## src/rtl/cv32e40s_lfsr_bank.sv

```systemverilog
// Bank of NUM_CH independent LFSR channels stepped together by a multi-step
// shift FSM, with per-channel seed load and all-zero lockup recovery.
module cv32e40s_lfsr_bank #(
   parameter int WIDTH = 32,
   parameter int NUM_CH = 3,
   parameter logic [NUM_CH-1:0][WIDTH-1:0] COEFFS =
      {32'h8000_007A, 32'h8000_0062, 32'h8000_0057},
   parameter logic [NUM_CH-1:0][WIDTH-1:0] DEFAULT_SEEDS =
      {32'hC0FF_EE01, 32'h9ABC_DEF1, 32'h1234_5679},
   parameter bit GALOIS = 1'b0,
   parameter int MAX_STEPS = 8,
   localparam int SW = $clog2(MAX_STEPS + 1)
) (
   input  logic                      clk,
   input  logic                      rst,
   input  logic                      enable_i,
   input  logic [NUM_CH-1:0]         seed_we_i,
   input  logic [WIDTH-1:0]          seed_i,
   input  logic                      shift_req_i,
   input  logic [SW-1:0]             shift_steps_i,
   output logic                      busy_o,
   output logic                      done_o,
   output logic [NUM_CH*WIDTH-1:0]   data_o,
   output logic [NUM_CH-1:0]         lockup_o,
   output logic [7:0]                lockup_cnt_o
);

   typedef enum logic {
      IDLE,
      SHIFT
   } state_e;

   localparam logic [SW-1:0] MAX_S = SW'(MAX_STEPS);

   state_e                         state_q;
   logic [SW-1:0]                  cnt_q;
   logic                           done_q;
   logic [NUM_CH-1:0][WIDTH-1:0]   ch_q, ch_d;
   logic [NUM_CH-1:0]              recov;
   logic [7:0]                     lockup_cnt_q;
   logic [SW-1:0]                  steps_clamped;

   function automatic logic [WIDTH-1:0] lfsr_step(input logic [WIDTH-1:0] q,
                                                  input logic [WIDTH-1:0] tap);
      if (GALOIS) begin
         return (q << 1) ^ (q[WIDTH-1] ? tap : '0);
      end else begin
         return {q[WIDTH-2:0], ^(q & tap)};
      end
   endfunction

   assign steps_clamped = (shift_steps_i > MAX_S) ? MAX_S : shift_steps_i;

   // done_q is registered so it lines up with the last busy cycle (cnt_q == 1).
   always_ff @(posedge clk or posedge rst) begin
      if (rst) begin
         state_q <= IDLE;
         cnt_q   <= '0;
         done_q  <= 1'b0;
      end else begin
         done_q <= 1'b0;
         case (state_q)
            IDLE: begin
               if (shift_req_i) begin
                  done_q <= (steps_clamped <= SW'(1));
                  if (steps_clamped != '0) begin
                     state_q <= SHIFT;
                     cnt_q   <= steps_clamped;
                  end
               end
            end
            SHIFT: begin
               cnt_q  <= cnt_q - SW'(1);
               done_q <= (cnt_q == SW'(2));
               if (cnt_q == SW'(1)) begin
                  state_q <= IDLE;
               end
            end
            default: state_q <= IDLE;
         endcase
      end
   end

   always_comb begin
      lockup_o = '0;
      for (int c = 0; c < NUM_CH; c++) begin
         lockup_o[c] = (ch_q[c] == '0) && enable_i;
      end
   end

   always_comb begin
      ch_d  = ch_q;
      recov = '0;
      for (int c = 0; c < NUM_CH; c++) begin
         if (seed_we_i[c]) begin
            ch_d[c] = seed_i;
         end else if (lockup_o[c]) begin
            ch_d[c]  = DEFAULT_SEEDS[c];
            recov[c] = 1'b1;
         end else if (state_q == SHIFT) begin
            ch_d[c] = lfsr_step(ch_q[c], COEFFS[c]);
         end
      end
   end

   always_ff @(posedge clk or posedge rst) begin
      if (rst) begin
         ch_q         <= DEFAULT_SEEDS;
         lockup_cnt_q <= 8'd0;
      end else begin
         ch_q <= ch_d;
         if ((|recov) && (lockup_cnt_q != 8'hFF)) begin
            lockup_cnt_q <= lockup_cnt_q + 8'd1;
         end
      end
   end

   assign busy_o       = (state_q == SHIFT);
   assign done_o       = done_q;
   assign data_o       = ch_q;
   assign lockup_cnt_o = lockup_cnt_q;

endmodule

```

## config.mk

```make
export PLATFORM = sky130hd
export DESIGN_NAME = cv32e40s_lfsr_bank
export DESIGN_NICKNAME = d
export VERILOG_FILES = /design/src/rtl/cv32e40s_lfsr_bank.sv
export SDC_FILE = /design/constraint.sdc
export NUM_CORES = 1
export LEC_CHECK = 0
export ABC_AREA = 1
export ABC_CLOCK_PERIOD_IN_PS = 3100
export BUFFER_PORTS_ARGS = -buffer_cell sky130_fd_sc_hd__buf_2
export CAP_MARGIN = 10
export CORE_AREA = 2 2 137 139
export DETAILED_ROUTE_END_ITERATION = 6
export DIE_AREA = 0 0 139 141
export PLACE_DENSITY_LB_ADDON = 0.3
export SLEW_MARGIN = 20
export SYNTH_ARGS = -nofsm -noshare
export SYNTH_HDL_FRONTEND = slang
export SYNTH_SLANG_ARGS = --single-unit
```

## constraint.sdc

```tcl
create_clock -name clk -period 3.1 [get_ports clk]
set_input_delay 0.155 -clock clk [delete_from_list [all_inputs] [get_ports clk]]
set_output_delay 0.155 -clock clk [all_outputs]
set_load 0.03 [all_outputs]
```

Word level (Yosys, flattened, before mapping)
Cells that the tools add are included.
- bits in registers: 110
- bits in latches: 0
- bits in writable memories: 0
- ROM bits: 0
- bits of input ports: 43
- memories kept: 0
- $add $sub $neg: 2
- multipliers: 0
- divide/modulo/power cells: 0
- order comparisons: 2
- eq/ne operators: 5
- shifts and indexed selects: 0
- multiplexer cells: 25
- bitwise operators: 1
- reduce and logical (&&, ||, !) cells: 16
- operator list (cell ; count):
    32-bit 2-to-1 mux ; 9
    32-bit logical NOT ; 3
    32-bit XOR reduction ; 3
    4-bit 2-to-1 mux ; 3
    1-bit 2-to-1 mux ; 10
    3-bit nonzero test ; 3
    8-bit by 1-bit adder with 8-bit output (second input constant) ; 1
    8-bit inequality test (second input constant) ; 1
    4-bit one-hot mux with 2 select lines ; 1
    4-bit by 1-bit == test with 1-bit output (second input constant) ; 1
    4-bit by 2-bit == test with 1-bit output (second input constant) ; 1
    4-bit > comparator (second input constant) ; 1
    4-bit by 1-bit <= comparator with 1-bit output (second input constant) ; 1
    1-bit logical AND ; 4
    2-bit inequality test (second input constant) ; 2
    1-bit one-hot mux with 2 select lines ; 2
    4-bit nonzero test ; 1
    4-bit by 1-bit subtractor with 4-bit output (second input constant) ; 1
    3-bit OR reduction ; 1
    2-bit AND reduction ; 1
    1-bit NOT ; 1

Logic depth before layout (Yosys ltp)
Gate-level depths: netlist (run 1).
- depth after elaboration: 6
- mapped depth: 12

Worst setup path after synthesis (run 1)
Ideal clock, no wire load.
- path type: flip-flop to output port
- start point: register ch_q, in the netlist data_o[1]
- end point: output lockup_o[0]
- arrival time: 1.961 ns
- data required time: 2.945 ns
- path slack: 0.984 ns
- cell stages (with the launch flop): 7
- path buffers: 0
- cell sequence: dfrtp_1 > inv_1 > ha_1 > nand2_1 > nor2_1 > nand2_2 > nor4_1
- word-level cells in the longest chain between the ends: 2
- ends and longest elaborated chain (item ; RTL line ; RTL):
    start: declaration ; 38 ; logic [NUM_CH-1:0][WIDTH-1:0] ch_q, ch_d;
    start signal: assignment ; 111 ; ch_q <= ch_d;
    32-bit logical NOT ; 87 ; lockup_o[c] = (ch_q[c] == '0) && enable_i;
    1-bit logical AND ; 87 ;
    end: declaration ; 24 ; output logic [NUM_CH-1:0] lockup_o,
Every way passes these cells.

Worst setup path after layout (run 1)
- start point: register ch_q, in the netlist data_o[0]
- end point: register ch_q, in the netlist data_o[0]
- word-level cells in the longest chain between the ends: 4
- ends and longest elaborated chain (item ; RTL line ; RTL):
    32-bit XOR reduction or 32-bit logical NOT (tied branches) ; 48, 87 ;
    32-bit 2-to-1 mux or 1-bit logical AND (tied branches) ; 100, 87 ;
    32-bit 2-to-1 mux ; 97 ; end else if (lockup_o[c]) begin
    32-bit 2-to-1 mux ; 95 ; if (seed_we_i[c]) begin
Parallel ways exist; a longest one is shown, timed or not. The select of a mux whose other input is x is not followed.
A chain may end at the register's enable or synchronous reset.

==> results.sh, run 1 <==
export IMPL_end_kind="flop"
export IMPL_drc=2
export IMPL_cts_tree="built"
export IMPL_ys_flop_type="dfrtp_1"
export IMPL_io_pins=152
export IMPL_grt_pass1_wl_microns=32680
export IMPL_synth_compound_area_share_pct=14.25
export IMPL_hold_violations=0
export IMPL_yosys_area_share_simple_pct=29.52
export IMPL_tns_ns=0
export IMPL_ys_ff_latch=110
export IMPL_syn_nets=910
export IMPL_final_layout_size_suffix_gt1_share_pct=24.32
export IMPL_antenna_found_initial=0
export IMPL_totalWireLength_microns=21340
export IMPL_min_period_ns=2.161
export IMPL_relSlewSlack_pct=35.27
export IMPL_core_area_sq_um=18270
export IMPL_cts_path_max_buffers=2
export IMPL_die_height_microns=141
export IMPL_clock_sinks=110
export IMPL_vias=6169
export IMPL_yosysSeqAreaShare_pct=45.36
export IMPL_place_congestion=0.8715
export IMPL_critPathMaxStageDelay_ns=0.56
export IMPL_drtIter0Drc=643
export IMPL_synthCells=861
export IMPL_maxCapViolCount=0
export IMPL_avgSynthCellArea_sq_um=7.211
export IMPL_synth_area_sq_um=6208
export IMPL_root_buffer="clkbuf_16"
export IMPL_slowest_stage="dfstp_2"
export IMPL_muxShareOfSynthArea_pct=0
export IMPL_htree_levels=3
export IMPL_areaGrowthSynthToFinish_pct=20.33
export IMPL_crit_type="flop to flop"
export IMPL_clk_pin_slew_ns=0.07
export IMPL_design_die_area_sq_um=19600
export IMPL_dp_cells=1213
export IMPL_fp_dieW_microns=139
export IMPL_violations="DRC"
export IMPL_synthAdderAreaFrac_pct=1.209
export IMPL_avgRoutedWirePerCell_microns=17.36
export IMPL_path_common_cell="nand2_1"
export IMPL_floorplan_initialDensity_pct=33.99
export IMPL_track_usage_pct=21.69
export IMPL_grt_max_degree=59
export IMPL_p_leak_nw=3.814
export IMPL_synth_edf_count=0
export IMPL_instances_no_fill=1229
export IMPL_fin_worst_skew_ns=0.009763
export IMPL_ir_drop_uv=417.8
export IMPL_synth_cell_types=35
export IMPL_yosysTopAreaCell="dfrtp_1"
export IMPL_rsz0062_at_grt="false"
export IMPL_fmax_mhz=462.8
export IMPL_arrival_ns=2.47
export IMPL_critPathBufInv=3
export IMPL_synth_top_area_share_pct=23.78
export IMPL_drv_slew=0
export IMPL_fin_nets=1040
export IMPL_grt_pass1_vias=5642
export IMPL_synth_xor_area_share_pct=1.552
export IMPL_n_antenna_cell=0
export IMPL_clock_latency_ns=0.37
export IMPL_cp_top_family="flip-flops"
export IMPL_synth_top_family_by_area="simple AND/OR/NAND/NOR gates"
export IMPL_antenna_left=0
export IMPL_io_buffers=151
export IMPL_p_per_area_nw_per_um2=898.7
export IMPL_numCtsBuffers=9
export IMPL_async_flop_share_pct=100.0
export IMPL_tightest_slew_ns=0.9674
export IMPL_status="complete, but fails checks"
export IMPL_setup_violations=0
export IMPL_period_share_pct=69.71
export IMPL_start_kind="flop"
export IMPL_post_cts_resized=0
export IMPL_synth_warnings=0
export IMPL_dp_hpwl_microns=15640
export IMPL_hold_path_class="primary input to flop"
export IMPL_path_cells="inv_1, ha_1, nand2_1, nor2_1, nand2_2, nor2_4, a21oi_4, nand2_2, buf_4, inv_4, nand2_1, nand2_1"
export IMPL_worstPathMaxFanout=40
export IMPL_drt_pass1_iterations=7
export IMPL_viasPerCell=5.020
export IMPL_worstPathRequired_ns=3.41
export IMPL_synth_area_leaders="dfrtp_1 24%, dfstp_2 22%, nand2_1 17%"
export IMPL_whs_ns=0.03255
export IMPL_overflow=0
export IMPL_rows=50
-- Yosys cell counts, drive strengths merged (2+ instances only) --
| library cell | count |
|---|---|
| nor4 | 3 |
| nor2 | 70 |
| nand3 | 68 |
| a21oi | 4 |
| a31oi | 2 |
| inv | 80 |
| nor3 | 2 |
| dfstp | 51 |
| nand4 | 8 |
| o211ai | 15 |
| buf | 22 |
| ha | 6 |
| clkbuf | 20 |
| o21ai | 141 |
| xor2 | 5 |
| nand2 | 293 |
| dfrtp | 59 |
| xnor2 | 6 |
-- layer usage --
metal	global-route usage [%]	routed length, microns	up-vias
li1	-	-	3040
met2	32.20	9271	219
met1	30.58	9807	2873
met5	0	0	-
met4	9.144	704	0
met3	4.823	1552	37
-- cell families (layout without fill, tap and decap cells) --
family                   count (synthesis)  after routing
AND/OR/NAND/NOR                        447            447
AO/OA/AOI/OAI                          165            165
buffers and inverters                  122            256
flip-flops                             110            110
XOR/XNOR                                11             11
adder cells (fa/ha/maj)                  6              6
-- layout make-up --
cell class / instances / area (sq um)
tap: 234 / 292.8
clock buffer: 9 / 225.2
inverter: 80 / 305.3
clock inverter: 6 / 108.9
multi-input combinational: 629 / 2889
fill: 1936 / 10800
sequential: 110 / 2816
timing repair buffer: 161 / 833.3
-- sequential cells by signal (all words and copies together) (netlist names) --
signal / cells
busy_o: 1
cnt_q: 4
data_o: 96
done_o: 1
lockup_cnt_o: 8
-- timing repair --
item                      CTS  global route
buffers inserted            0             0
hold buffers                1             0
hold endpoints to repair   37             0
-- metrics by stage --
stage          total power, W  util, %  worst slack [ns]  instance area (sq um)
2_1_floorplan        0.004456        -            0.1271                   6208
3_3_place_gp         0.005362    39.01            0.9947                   7127
3_5_place_dp         0.005378    39.01            0.9711                   7127
4_1_cts              0.006742    40.90            0.9534                   7471
5_1_grt              0.007139    40.90            0.7170                   7471
6_report             0.006714    40.90            0.9390                   7471
-- cells in the final DEF (no fill, tap or decap), types with 15 or more instances in the layout --
master	netlist	routed
inv_1	75	74
nor2_1	68	68
buf_2	13	151
nand2_1	289	289
o21ai_0	120	120
dfstp_2	51	51
nand3_1	66	66
o211ai_1	15	15
o21ai_1	21	21
dfrtp_1	59	59
-- worst min-delay path, cell delays in order --
cell	delay, ns
buf_2	0.09
nand2_1	0.05
o211ai_1	0.07
-- path summary, 6_finish.rpt --
check	from	endpoint	slack [ns]	depth (start not counted)
worst max-delay path	data_o[0]	data_o[0]	0.94	12
worst min-delay path	shift_steps_i[0]	cnt_q[0]	0.03	3
worst max register to register	data_o[0]	data_o[0]	0.94	12
worst min register to register	data_o[84]	data_o[84]	0.48	2
max in group asynchronous	rst	data_o[50]	1.74	4
min in group asynchronous	rst	data_o[66]	0.49	3
-- where the power goes --
part	internal, W	leakage, nW	switching (W)
sequential	0.00205	1.26	0.000479
combinational	0.000817	2.39	0.00202
clock	0.000787	0.166	0.000564
(Power assumes the default switching activity.)
==> inputs of run 2 (changes only) <==
ABC_AREA = 0   (was 1)
ABC_CLOCK_PERIOD_IN_PS = 2200   (was 3100)
CORE_AREA = 2 2 132 134   (was 2 2 137 139)
DIE_AREA = 0 0 134 136   (was 0 0 139 141)
clock period = 2.2 ns   (was 3.1 ns; I/O delays follow)
==> results.sh, run 2 <==
export IMPL_tightest_slew_ns=0.6592
export IMPL_synth_top_area_share_pct=25.54
export IMPL_worstPathRequired_ns=2.44
export IMPL_antenna_left=0
export IMPL_place_area_sq_um=6887
export IMPL_critPathMaxStageDelay_ns=0.46
export IMPL_clock_latency_ns=0.36
export IMPL_avgRoutedWirePerCell_microns=20.74
export IMPL_drtIter0Drc=365
export IMPL_final_layout_size_suffix_gt1_share_pct=39.01
export IMPL_grt_pass1_wl_microns=31100
export IMPL_fin_ws_ns=-0.0004183
export IMPL_path_cells="nor4b_1, nand4_1, nor4_4, buf_4, nor3_1, nor3b_1, mux2_2"
export IMPL_io_pins=152
export IMPL_root_buffer="clkbuf_16"
export IMPL_synth_cell_types=50
export IMPL_period_share_pct=100.0
export IMPL_syn_nets=626
export IMPL_arrival_ns=2.44
export IMPL_synthCells=577
export IMPL_clk_pin_slew_ns=0.07
export IMPL_rows=48
export IMPL_min_period_ns=2.200
export IMPL_hold_violations=0
export IMPL_io_buffers=151
export IMPL_synth_commonest_cells="59 x dfrtp_1, 54 x nand2_1, 53 x a21oi_1"
export IMPL_fmax_mhz=454.5
export IMPL_ys_flop_type="dfrtp_1"
export IMPL_cp_top_family="simple AND/OR/NAND/NOR gates"
export IMPL_worstPathMaxFanout=5
export IMPL_drv_slew=0
export IMPL_die_height_microns=136
export IMPL_dp_hpwl_microns=14710
export IMPL_rsz0062_at_grt="true"
export IMPL_yosysSeqAreaShare_pct=48.72
export IMPL_viasPerCell=5.684
export IMPL_grt_max_degree=111
export IMPL_yosysTopAreaCell="dfrtp_1"
export IMPL_design_die_area_sq_um=18220
export IMPL_numCtsBuffers=9
export IMPL_ir_drop_uv=664.4
export IMPL_clock_sinks=110
export IMPL_floorplan_initialDensity_pct=34.25
export IMPL_p_per_area_nw_per_um2=1261
export IMPL_post_route_util_pct=43.48
export IMPL_track_usage_pct=22.20
export IMPL_end_kind="flop"
export IMPL_p_leak_nw=3.146
export IMPL_slowest_stage="dfrtp_1"
export IMPL_grt_pass1_vias=5336
export IMPL_maxCapViolCount=0
export IMPL_cp_depth=7
export IMPL_vias=5525
export IMPL_fp_dieW_microns=134
export IMPL_htree_levels=3
export IMPL_ys_ff_latch=110
export IMPL_core_area_sq_um=16880
export IMPL_antenna_found_initial=1
export IMPL_finalPower_w=0.009255
export IMPL_totalWireLength_microns=20160
export IMPL_synth_warnings=0
export IMPL_largest_reg_flops=96
export IMPL_final_area_sq_um=7337
export IMPL_violations="setup timing"
export IMPL_synth_area_leaders="dfrtp_1 26%, dfstp_2 23%, o2bb2ai_1 6.4%"
export IMPL_r2r_cells=7
export IMPL_fin_worst_skew_ns=0.008984
export IMPL_areaGrowthSynthToFinish_pct=26.93
export IMPL_overflow=0
export IMPL_setup_violations=1
export IMPL_fill_cells=1676
export IMPL_crit_type="flop to flop"
export IMPL_hold_path_class="primary input to flop"
export IMPL_place_congestion=0.9197
export IMPL_fin_nets=790
export IMPL_synth_edf_count=0
export IMPL_cts_path_max_buffers=2
export IMPL_final_cell_mix="151 x buf_2, 57 x dfrtp_1, 53 x nand2_1, 53 x a21oi_1, 51 x dfstp_2"
export IMPL_yosysMostFrequentCell="dfrtp_1"
export IMPL_hold_path_depth=3
export IMPL_cts_tree="built"
export IMPL_start_kind="flop"
export IMPL_async_flop_share_pct=100.0
export IMPL_relSlewSlack_pct=56.01
export IMPL_status="complete, but fails checks"
export IMPL_drc=0
export IMPL_critPathBufInv=1
export IMPL_avgSynthCellArea_sq_um=10.02
export IMPL_synth_area_sq_um=5781
export IMPL_final_common_cell="buf_2"
export IMPL_drt_pass1_iterations=5
run 2: cell types whose count changed after synthesis, sizes merged, moves of 7 or more:
cell / previous run / this run
a21oi: 4 / 53
xnor2: 6 / 13
a2bb2oi: 0 / 42
inv: 80 / 9
nand3: 68 / 8
nand2: 293 / 55
nor4: 3 / 28
o21ai: 141 / 49
nor2: 70 / 37
buf: 22 / 14
o2bb2ai: 0 / 49
o211ai: 15 / 0
nor2b: 0 / 31
run 2: metrics by stage:
step / hold slack [ns] / cells / setup TNS, ns / setup slack [ns]
floorplan: 0.2020 / 577 / 0 / 0.002844
global placement: 0.3294 / 949 / -0.9079 / -0.1716
detailed placement: 0.3383 / 949 / -1.043 / -0.1945
CTS: 0.01488 / 967 / -0.1701 / -0.1364
global route: 0.02624 / 971 / -0.1355 / -0.06500
finish: 0.02429 / 972 / -0.0004183 / -0.0004183
run 2: routing by layer:
metal	vias to the layer above	track usage [%]	wire length, microns
met5	-	0	0
met3	31	5.220	1547
met1	2768	29.39	8456
met4	0	7.801	532
met2	264	35.70	9620
li1	2462	-	-
run 2: where the power goes:
group / switching, W / internal (W)
Clock: 0.000776 / 0.000884
Sequential: 0.000781 / 0.00280
Combinational: 0.00258 / 0.00143
run 2: final cells by class:
| cell class | count | area [sq um] | share of cell area [%] |
|---|---|---|---|
| clock buffers | 10 | 229.0 | 3.121 |
| flip-flops and latches | 110 | 2819 | 38.42 |
| multi-input cells | 419 | 2818 | 38.40 |
| well taps | 225 | 281.5 | 3.837 |
| clock inverters | 6 | 61.31 | 0.8356 |
| repair buffers | 192 | 1089 | 14.84 |
| inverters | 9 | 37.54 | 0.5116 |
| diodes | 1 | 2.502 | 0.03411 |
run 2: worst paths after layout:
path                             start              end  slack, ns
hold / removal             shift_req_i           done_o       0.02
min in group asynchronous          rst        data_o[8]       0.48
setup / recovery            data_o[61]  lockup_cnt_o[6]    -0.0004
hold reg to reg             data_o[39]       data_o[39]       0.51
setup reg to reg            data_o[61]  lockup_cnt_o[6]    -0.0004
max in group asynchronous          rst           busy_o       1.22
run 2: kinds of logic (layout without fill, tap and decap cells):
| kind of cell | count (synthesis) | in the layout | synth area share [%] |
|---|---|---|---|
| compound gates | 203 | 203 | 25.02 |
| simple gates | 189 | 189 | 17.16 |
| flops | 110 | 110 | 48.72 |
| buf+inv | 48 | 217 | 4.502 |
| xor+xnor | 18 | 18 | 2.727 |
| fa+ha+maj | 6 | 6 | 1.299 |
| mux | 3 | 3 | 0.5627 |
| other cells | 0 | 1 | 0 |
run 2: tightest hold or removal path: cells and delay by family:
kind / cells / cell delay (ns)
buffers and inverters: 1 / 0.11
AO/OA/AOI/OAI: 1 / 0.06
AND/OR/NAND/NOR: 1 / 0.05
run 2: repair_timing:
action                                  CTS  global route
buffers inserted                          0             4
gates resized for setup                   4            15
endpoints found under the setup margin    8            28
pin swaps                                 0             5
endpoints found under the hold margin    60             0
hold buffers                              2             0
cloned                                    0             0
